`src/rtl/dram_slot_arbiter.sv`:
```
// Time-slot DRAM arbiter: 8-clock slots owned by video, CPU or refresh, with strobe sequencing.
// Optional build macro CPU_FAIR_EN: after two video wins with the CPU waiting, the CPU takes a slot.

module dram_slot_arbiter #(
  parameter int unsigned SLOT_LEN    = 8,
  parameter int unsigned REFRESH_DIV = 64,
  parameter int unsigned ROW_BITS    = 7
) (
  input  logic                CLKIN,
  input  logic                RESET,
  input  logic                VID_REQ,
  input  logic [13:0]         VID_ADDR,
  output logic                VID_ACK,
  input  logic                CPU_REQ,
  input  logic                CPU_WR,
  input  logic                CPU_BYTE,
  input  logic [14:0]         CPU_ADDR,
  output logic                CPU_GNT,
  output logic [ROW_BITS-1:0] RA,
  output logic                nRAS,
  output logic [1:0]          nCAS,
  output logic                nWE,
  output logic [1:0]          OWNER
);

  localparam int unsigned ScW  = $clog2(SLOT_LEN);
  localparam int unsigned DivW = $clog2(REFRESH_DIV);

  localparam logic [ScW-1:0]  ScLast   = ScW'(SLOT_LEN - 1);
  localparam logic [ScW-1:0]  PhRow    = ScW'(1);
  localparam logic [ScW-1:0]  PhRasOn  = ScW'(2);
  localparam logic [ScW-1:0]  PhCol    = ScW'(3);
  localparam logic [ScW-1:0]  PhCasOn  = ScW'(4);
  localparam logic [ScW-1:0]  PhLastOn = ScW'(6);
  localparam logic [DivW-1:0] DivLast  = DivW'(REFRESH_DIV - 1);

  typedef enum logic [1:0] {
    OwnIdle = 2'd0,
    OwnVid  = 2'd1,
    OwnCpu  = 2'd2,
    OwnRef  = 2'd3
  } owner_e;

  logic [ScW-1:0]      sc_q, sc_d;
  owner_e              owner_q, owner_d;
  owner_e              winner;
  logic [ROW_BITS-1:0] row_q, row_d;
  logic [ROW_BITS-1:0] col_q, col_d;
  logic                wr_q, wr_d;
  logic                byte_q, byte_d;
  logic                lane_q, lane_d;
  logic [ROW_BITS-1:0] ref_row_q, ref_row_d;
  logic [1:0]          pend_q, pend_d;
  logic [DivW-1:0]     div_q, div_d;
  logic                gnt_q, gnt_d;
  logic                live_q, live_d;

  logic [ROW_BITS-1:0] ra_q, ra_d;
  logic                nras_q, nras_d;
  logic [1:0]          ncas_q, ncas_d;
  logic                nwe_q, nwe_d;
  logic                vid_ack_q, vid_ack_d;

  logic boundary;
  logic tick;
  logic serve;
  logic cpu_ok;
  logic data_slot;

`ifdef CPU_FAIR_EN
  logic [1:0] streak_q, streak_d;
`endif

  assign boundary  = (sc_q == ScLast);
  assign tick      = boundary && (div_q == DivLast);
  assign serve     = boundary && (owner_q == OwnRef);
  assign cpu_ok    = CPU_REQ && !gnt_q;
  assign data_slot = (owner_q == OwnVid) || (owner_q == OwnCpu);

  // Pending count after this boundary's tick/service; arbitration sees the updated value.
  always_comb begin : p_pend
    pend_d = pend_q;
    if (tick && !serve && (pend_q != 2'd3)) begin
      pend_d = pend_q + 2'd1;
    end else if (serve && !tick) begin
      pend_d = pend_q - 2'd1;
    end
  end

  always_comb begin : p_arb
    winner = OwnIdle;
    if (pend_d == 2'd3) begin
      winner = OwnRef;
`ifdef CPU_FAIR_EN
    end else if (cpu_ok && (streak_q >= 2'd2)) begin
      winner = OwnCpu;
`endif
    end else if (VID_REQ) begin
      winner = OwnVid;
    end else if (cpu_ok) begin
      winner = OwnCpu;
    end else if (pend_d != 2'd0) begin
      winner = OwnRef;
    end
  end

`ifdef CPU_FAIR_EN
  always_comb begin : p_streak
    streak_d = streak_q;
    if (boundary) begin
      if ((winner == OwnCpu) || (winner == OwnIdle)) begin
        streak_d = 2'd0;
      end else if ((winner == OwnVid) && cpu_ok && (streak_q != 2'd3)) begin
        streak_d = streak_q + 2'd1;
      end
    end
  end
`endif

  always_comb begin : p_next
    sc_d      = boundary ? '0 : sc_q + ScW'(1);
    owner_d   = owner_q;
    row_d     = row_q;
    col_d     = col_q;
    wr_d      = wr_q;
    byte_d    = byte_q;
    lane_d    = lane_q;
    ref_row_d = ref_row_q;
    div_d     = div_q;
    live_d    = live_q;
    gnt_d     = gnt_q;

    if (boundary) begin
      owner_d = winner;
      div_d   = tick ? '0 : div_q + DivW'(1);
      if (winner == OwnVid) begin
        row_d = ROW_BITS'(VID_ADDR[13:7]);
        col_d = ROW_BITS'(VID_ADDR[6:0]);
      end else if (winner == OwnCpu) begin
        row_d  = ROW_BITS'(CPU_ADDR[14:8]);
        col_d  = ROW_BITS'(CPU_ADDR[7:1]);
        wr_d   = CPU_WR;
        byte_d = CPU_BYTE;
        lane_d = CPU_ADDR[0];
      end
    end

    if ((owner_q == OwnRef) && (sc_d == ScLast)) begin
      ref_row_d = ref_row_q + ROW_BITS'(1);
    end

    // live tracks that CPU_REQ never dropped since this CPU slot was won
    if (boundary && (winner == OwnCpu)) begin
      live_d = 1'b1;
    end else if (!CPU_REQ) begin
      live_d = 1'b0;
    end

    if (gnt_q) begin
      gnt_d = CPU_REQ;
    end else begin
      gnt_d = CPU_REQ && live_q && (owner_q == OwnCpu) && (sc_d == PhLastOn);
    end
  end

  // Strobes are registered from the next phase so pins change cleanly on the edge.
  always_comb begin : p_out
    ra_d      = ra_q;
    nras_d    = 1'b1;
    ncas_d    = 2'b11;
    nwe_d     = 1'b1;
    vid_ack_d = 1'b0;

    if ((owner_q == OwnRef) && (sc_d == PhRow)) begin
      ra_d = ref_row_q;
    end else if (data_slot && (sc_d == PhRow)) begin
      ra_d = row_q;
    end else if (data_slot && (sc_d == PhCol)) begin
      ra_d = col_q;
    end

    if ((owner_q != OwnIdle) && (sc_d >= PhRasOn) && (sc_d <= PhLastOn)) begin
      nras_d = 1'b0;
    end

    if (data_slot && (sc_d >= PhCasOn) && (sc_d <= PhLastOn)) begin
      if ((owner_q == OwnCpu) && wr_q && byte_q) begin
        ncas_d = lane_q ? 2'b01 : 2'b10;
      end else begin
        ncas_d = 2'b00;
      end
    end

    if ((owner_q == OwnCpu) && wr_q && (sc_d >= PhCol) && (sc_d <= PhLastOn)) begin
      nwe_d = 1'b0;
    end

    vid_ack_d = (owner_q == OwnVid) && (sc_d == PhLastOn);
  end

  always_ff @(posedge CLKIN or posedge RESET) begin : p_regs
    if (RESET) begin
      sc_q      <= '0;
      owner_q   <= OwnIdle;
      row_q     <= '0;
      col_q     <= '0;
      wr_q      <= 1'b0;
      byte_q    <= 1'b0;
      lane_q    <= 1'b0;
      ref_row_q <= '0;
      pend_q    <= 2'd0;
      div_q     <= '0;
      gnt_q     <= 1'b0;
      live_q    <= 1'b0;
      ra_q      <= '0;
      nras_q    <= 1'b1;
      ncas_q    <= 2'b11;
      nwe_q     <= 1'b1;
      vid_ack_q <= 1'b0;
`ifdef CPU_FAIR_EN
      streak_q  <= 2'd0;
`endif
    end else begin
      sc_q      <= sc_d;
      owner_q   <= owner_d;
      row_q     <= row_d;
      col_q     <= col_d;
      wr_q      <= wr_d;
      byte_q    <= byte_d;
      lane_q    <= lane_d;
      ref_row_q <= ref_row_d;
      pend_q    <= pend_d;
      div_q     <= div_d;
      gnt_q     <= gnt_d;
      live_q    <= live_d;
      ra_q      <= ra_d;
      nras_q    <= nras_d;
      ncas_q    <= ncas_d;
      nwe_q     <= nwe_d;
      vid_ack_q <= vid_ack_d;
`ifdef CPU_FAIR_EN
      streak_q  <= streak_d;
`endif
    end
  end

  assign RA      = ra_q;
  assign nRAS    = nras_q;
  assign nCAS    = ncas_q;
  assign nWE     = nwe_q;
  assign VID_ACK = vid_ack_q;
  assign CPU_GNT = gnt_q;
  assign OWNER   = owner_q;

endmodule

```
`config.mk`:
```
export PLATFORM = sky130hd
export DESIGN_NAME = dram_slot_arbiter
export DESIGN_NICKNAME = d
export VERILOG_FILES = /design/src/rtl/dram_slot_arbiter.sv
export SDC_FILE = /design/constraint.sdc
export NUM_CORES = 1
export LEC_CHECK = 0
export BUFFER_PORTS_ARGS = -buffer_cell sky130_fd_sc_hd__buf_4
export CAP_MARGIN = 20
export CORE_MARGIN = 3
export CORE_UTILIZATION = 55
export DETAILED_ROUTE_END_ITERATION = 6
export PLACE_DENSITY = 0.79
export SETUP_SLACK_MARGIN = 0.3
export SYNTH_ARGS = -nofsm -noshare
export SYNTH_HDL_FRONTEND = slang
export SYNTH_SLANG_ARGS = --single-unit
```
`constraint.sdc`:
```
create_clock -name CLKIN -period 2.75 [get_ports CLKIN]
set_clock_uncertainty 0.2 [all_clocks]
set_input_delay 0.1375 -clock CLKIN [delete_from_list [all_inputs] [get_ports CLKIN]]
set_output_delay 0.1375 -clock CLKIN [all_outputs]
set_load 0.05 [all_outputs]
```
==> results.toml, run 1 <==
[logic_synthesis]
synthesis.area_sq_um = 2801
syn_inst = 263
synth.net_count = 307
synth-async-reset-ratio_pct = 100.0
sequential_area_share_after_synthesis_pct = 45.73
yosys_register_bits = 51
synth.distinct_cells = 53
synthTopCellsByArea = "sky130_fd_sc_hd__dfrtp_1 42%, sky130_fd_sc_hd__mux2i_1 4.3%, sky130_fd_sc_hd__ha_1 4.0%"
synth_ff_type = "sky130_fd_sc_hd__dfrtp_1"
synth-edff-count = 0
synth_largest_area_cell = "sky130_fd_sc_hd__dfrtp_1"
proportion_of_netlist_area_held_by_the_largest_area_contributor_pct = 41.98
synth.avg_cell_area_sq_um = 10.65
yosys_warnings = 0

[floorplanning]
die_h_um = 77.37
core.rowCount = 25
top_level_ports = 50
initial_core_utilization_pct = 58.16
design.core.area_sq_um = 4817
design.die.area_sq_um = 5986
die_width_um = 77.37

[sta]
whs_ns = 0.02724
layout_worst_path_cycle_share_pct = 87.90
max_slew.worst_pin.slew_ns = 0.9814
final-hold-violation-count = 0
timing.setup.tns_ns = 0
maxSlewViolCount = 0
post-route-min-period_ns = 2.417
achievable-frequency_mhz = 413.7
final-setup-viol-count = 0
slew_headroom_pct = 34.14
rsz0062_at_grt = "true"

[clock_network]
clk_root_buffer_cell = "sky130_fd_sc_hd__clkbuf_8"
cts_tree = "done"
cts.sinks = 51
cts-htree-levels = 2
clock_latency_ns = 0.30
clock_path_buffers = 2
clk_pin_slew_worst_paths_ns = 0.09
number_of_clock_buffers_inserted_by_tritoncts = 5

[global_routing]
grt_start_max_net_pins = 21
antenna_found_initial = 0
global_route_usage_over_all_layers_pct = 23.58
grt_overflow = 0
vias_in_the_first_global_route = 2373
global_route_wire_length_before_repair_um = 11370

[layout]
multi_input_area_sq_um = 1499
post_route_cells_drive_above_1_share_pct = 33.14
non_filler_cells_final = 408
final_net_count = 384
final_design_instance_area_without_fill_sq_um = 3727
fillers = 325
layout.area.seq_sq_um = 1286
area.growth.synth_to_final_pct = 33.05
layout.cells.most_common = "sky130_fd_sc_hd__buf_4"
n_antenna_cell = 0
commonest_cells_after_routing_fill_and_taps_aside = "61 x sky130_fd_sc_hd__buf_4, 43 x sky130_fd_sc_hd__dfrtp_1, 20 x sky130_fd_sc_hd__nor2_1, 20 x sky130_fd_sc_hd__dlygate4sd3_1, 17 x sky130_fd_sc_hd__a21oi_1"

[worst_setup_path]
crit_chain = "ha_1 -> ha_4 -> a21oi_2 -> mux2_4 -> mux2_4 -> nand4_4 -> mux2_1"
slowest_stage = "sky130_fd_sc_hd__dfrtp_1"
req_time_crit_path_ns = 2.74
critical_path.startpoint_type = "register"
critical_path.max_stage_delay_ns = 0.40
reg2reg_from = "sc_q[0]$_DFF_PP0_"
setup.worst_path.class = "reg2reg"
cp_common_cell = "sky130_fd_sc_hd__mux2_4"
critPathCaptureType = "register"
crit_arrival_ns = 2.41
r2r_end = "byte_q$_DFFE_PP0P_"
critPathBufInv = 0
ff2ff_setup_slack_ns = 0.33
critical_path_peak_fanout = 6
worst_r2r_path_depth = 7
critical-path-top-delay-family = "multiplexers"

[worst_hold_path]
hold_depth = 4
min_path_type = "in2reg"
min_from = "CPU_ADDR[10]"
hold_path_end = "row_q[2]$_DFFE_PP0P_"

[routing]
routed_wl_um = 7038
drt_iter0_drc = 150
first_pass_iters = 4
mean_routed_wirelength_per_cell_um = 17.25
detailroute.via_count = 2451
final_antenna_violating_net_count = 0
remaining_drc_errors = 0
routed_via_density = 6.007

[place]
placed_cells_incl_taps = 373
buffer_ports.inserted = 49
place.detailed.hpwl_um = 4561
routabilityCongestion = 0.8434
placed_cell_area_sq_um = 3252

[run]
maxCapViolations = 0

[pwr]
power.ir.vdd_worst_mv = 0.4712
pleak_nw = 1.740
pwr_density_cell_nw_per_um2 = 802.7
power.total_mw = 2.992

[run_status]
run_status = "finished clean"
-- worst max-delay path by stage --
| stage | slack [ns] | end | start | cells past startpoint |
|---|---|---|---|---|
| CTS | 0.30 | OWNER[0]$_DFFE_PP0P_ | sc_q[0]$_DFF_PP0_ | 8 |
| finish | 0.33 | byte_q$_DFFE_PP0P_ | sc_q[0]$_DFF_PP0_ | 7 |
| floorplan | 0.31 | byte_q$_DFFE_PP0P_ | OWNER[0]$_DFFE_PP0P_ | 7 |
| global route | 0.27 | byte_q$_DFFE_PP0P_ | sc_q[0]$_DFF_PP0_ | 7 |
| global placement | 0.23 | wr_q$_DFFE_PP0P_ | sc_q[0]$_DFF_PP0_ | 7 |
| detailed placement | 0.13 | wr_q$_DFFE_PP0P_ | sc_q[0]$_DFF_PP0_ | 7 |
-- worst min-delay path, delay by kind of cell --
kind                   cells  cell delay [ns]
and+or+nand+nor            1             0.13
AOI/OAI and AO/OA          2             0.16
buffers and inverters      1             0.07
-- cell type report --
cell class | instances | share of cell area [%]
Multi-Input combinational cell | 184 | 40.21
Tap cell | 67 | 2.249
Sequential cell | 51 | 34.51
Clock buffer | 7 | 2.585
Timing Repair Buffer | 83 | 18.73
Inverter | 15 | 1.511
Clock inverter | 1 | 0.2014
-- metrics by stage --
| step | utilization (%) | setup slack [ns] |
|---|---|---|
| global route | 77.38 | 0.2655 |
| finish | 77.38 | 0.3328 |
| CTS | 75.01 | 0.3045 |
| global placement | 67.51 | 0.2251 |
| floorplan | - | 0.3094 |
| detailed placement | 67.51 | 0.1281 |
-- layer usage --
layer	vias to the layer above	track usage [%]	share of wire [%]
met5	-	0	0
met4	0	5.694	2.4
met3	23	4.292	7.4
met2	128	38.51	48
met1	1176	32.72	42
li1	1124	-	-
-- where the power goes --
part	switching (mW)	internal [mW]	total (mW)
clock	0.249	0.229	0.478
combinational	0.698	0.604	1.30
sequential	0.239	0.973	1.21
-- synthesized netlist by cell type (all sizes together) (8+ instances only) --
master  count
dfrtp      47
nor2       20
a21oi      18
inv        15
mux2i      13
nand2      10
ha          9
a211oi      8
a221oi      8
and3        8
o22ai       8
or3         8
xnor2       8
-- registers in the layout, summed over array words and instances (netlist names), 2 cells and up --
signal / flops
RA: 7
col_q: 7
ref_row_q: 7
row_q: 7
div_q: 6
sc_q: 3
OWNER: 2
nCAS: 2
pend_q: 2
-- cells by family (layout without fill, tap and decap cells) --
logic type | count (synthesis) | count (layout) | share of synthesized area [%]
mux | 19 | 19 | 7.637
compound gates | 70 | 70 | 19.12
fa+ha+maj | 9 | 9 | 4.020
xor+xnor | 11 | 11 | 3.439
buf+inv | 28 | 106 | 4.243
simple gates | 75 | 75 | 15.81
flops | 51 | 51 | 45.73
-- repair_timing --
action	in CTS	in global routing
gates cloned	0	0
endpoints found under the hold margin	67	0
pin swaps	0	3
resized for setup	7	13
setup buffers	2	5
hold buffers	20	0
endpoints found under the setup margin	21	27
No activity file was read; power rests on OpenSTA's default activity.
==> run 2, diff against run 1 <==
--- a/config.mk
+++ b/config.mk
@@ -11,6 +11,7 @@
 export CORE_UTILIZATION = 55
 export DETAILED_ROUTE_END_ITERATION = 6
 export PLACE_DENSITY = 0.79
+export REMOVE_ABC_BUFFERS = 1
 export SETUP_SLACK_MARGIN = 0.3
 export SYNTH_ARGS = -nofsm -noshare
 export SYNTH_HDL_FRONTEND = slang
==> run 2 against run 1 <==
  * Die area did not move
  * Count of clock-buffer cells in the layout is 1 lower
  * Cell area is 2.1% higher
==> results.toml, run 2 (synthesized netlist as in run 1, its figures left out) <==
[run_status]
run_status = "finished clean"

[routing]
routed_wl_um = 7437
remaining_drc_errors = 0
detailroute.via_count = 2436
routed_via_density = 5.898
first_pass_iters = 4
final_antenna_violating_net_count = 0
drt_iter0_drc = 130
mean_routed_wirelength_per_cell_um = 18.01

[layout]
post_route_cells_drive_above_1_share_pct = 34.68
fin_util_pct = 79.04
area.growth.synth_to_final_pct = 35.91
layout.cells.most_common = "sky130_fd_sc_hd__buf_4"
commonest_cells_after_routing_fill_and_taps_aside = "66 x sky130_fd_sc_hd__buf_4, 45 x sky130_fd_sc_hd__dfrtp_1, 20 x sky130_fd_sc_hd__nor2_1, 20 x sky130_fd_sc_hd__dlygate4sd3_1, 17 x sky130_fd_sc_hd__a21oi_1"
n_antenna_cell = 0
final_net_count = 389
final_design_instance_area_without_fill_sq_um = 3807

[floorplanning]
initial_core_utilization_pct = 58.16
die_width_um = 77.37
design.die.area_sq_um = 5986
top_level_ports = 50
design.core.area_sq_um = 4817
core.rowCount = 25
die_h_um = 77.37

[global_routing]
global_route_usage_over_all_layers_pct = 23.72
grt_overflow = 0
antenna_found_initial = 0
vias_in_the_first_global_route = 2391
grt_start_max_net_pins = 36
global_route_wire_length_before_repair_um = 11360

[worst_setup_path]
critical_path.startpoint_type = "register"
req_time_crit_path_ns = 2.75
critPathCaptureType = "register"
worst_r2r_path_depth = 9
critical_path_peak_fanout = 7
crit_arrival_ns = 2.45
setup.worst_path.class = "reg2reg"

[clock_network]
number_of_clock_buffers_inserted_by_tritoncts = 5
clock_path_buffers = 2
cts_tree = "done"
clock_latency_ns = 0.30
clk_pin_slew_worst_paths_ns = 0.09
cts.sinks = 51
cts-htree-levels = 2
clk_root_buffer_cell = "sky130_fd_sc_hd__clkbuf_8"

[worst_hold_path]
min_path_type = "in2reg"
hold_depth = 4

[sta]
achievable-frequency_mhz = 409.5
rsz0062_at_grt = "true"
maxSlewViolCount = 0
slew_headroom_pct = 51.07
max_slew.worst_pin.slew_ns = 0.7332
layout_worst_path_cycle_share_pct = 88.79
final-hold-violation-count = 0
post-route-min-period_ns = 2.442
final-setup-viol-count = 0

[pwr]
pleak_nw = 1.783
pwr_density_cell_nw_per_um2 = 824.1
power.ir.vdd_worst_mv = 0.4378

[place]
place.detailed.hpwl_um = 4463
placed_cell_area_sq_um = 3228
routabilityCongestion = 0.8169
buffer_ports.inserted = 49

[run]
maxCapViolations = 0
[run 2: cell type report]
type | count | area (sq um)
inverter | 15 | 56.30
clock buffer | 6 | 82.58
multi-input combinational | 184 | 1530
sequential | 51 | 1284
fill | 326 | 1010
tap | 67 | 83.83
clock inverter | 2 | 35.03
timing repair buffer | 88 | 735.7
[run 2: final timing paths]
kind / from / end / slack [ns]
max in group asynchronous: RESET / pend_q[0]$_DFF_PP0_ / 1.41
min in group asynchronous: RESET / div_q[3]$_DFFE_PP0P_ / 0.16
setup reg to reg: sc_q[0]$_DFF_PP0_ / row_q[1]$_DFFE_PP0P_ / 0.31
hold reg to reg: wr_q$_DFFE_PP0P_ / nWE$_DFF_PP1_ / 0.25
setup / recovery: sc_q[0]$_DFF_PP0_ / row_q[1]$_DFFE_PP0P_ / 0.31
hold / removal: CPU_ADDR[13] / row_q[5]$_DFFE_PP0P_ / 0.05
[run 2: through the flow]
step	cells	total power, mW	hold WS [ns]	setup TNS, ns	setup WS, ns
floorplan	250	1.943	0.05537	-0.6270	-0.1749
global placement	371	2.231	-0.06708	0	0.1555
detailed placement	371	2.272	-0.06183	0	0.1086
CTS	402	2.910	0.03940	0	0.3010
global route	413	3.291	0.06989	0	0.2410
finish	413	3.138	0.05075	0	0.3083
[run 2: power by group]
| group | internal (mW) | switching [mW] |
|---|---|---|
| logic | 0.648 | 0.724 |
| clock network | 0.295 | 0.254 |
| registers | 0.970 | 0.247 |
| total | 1.91 | 1.22 |
[run 2: timing repair]
action	CTS	global route
endpoints found under the hold margin	36	0
endpoints found under the setup margin	23	28
pin swaps	0	6
buffers inserted	3	11
gates resized for setup	4	24
hold buffers	20	0
[run 2: critical path, cell delays in order (launching register included)]
cell and delay, ns:
sky130_fd_sc_hd__dfrtp_1 0.40, sky130_fd_sc_hd__ha_1 0.23, sky130_fd_sc_hd__ha_4 0.19, sky130_fd_sc_hd__a21oi_2 0.14, sky130_fd_sc_hd__mux2_4 0.34, sky130_fd_sc_hd__mux2i_4 0.17
sky130_fd_sc_hd__buf_12 0.14, sky130_fd_sc_hd__nor3_4 0.04, sky130_fd_sc_hd__buf_4 0.19, sky130_fd_sc_hd__a221oi_2 0.29
[run 2: routing by layer]
| metal | share of wire (%) | up-vias | track usage (%) | wire [um] |
|---|---|---|---|---|
| met4 | 3.3 | 0 | 9.075 | 246 |
| met1 | 41 | 1181 | 31.93 | 3052 |
| met2 | 50 | 97 | 38.43 | 3714 |
| met3 | 5.7 | 26 | 4.060 | 424 |
| li1 | - | 1132 | - | - |
| met5 | 0 | - | 0 | 0 |
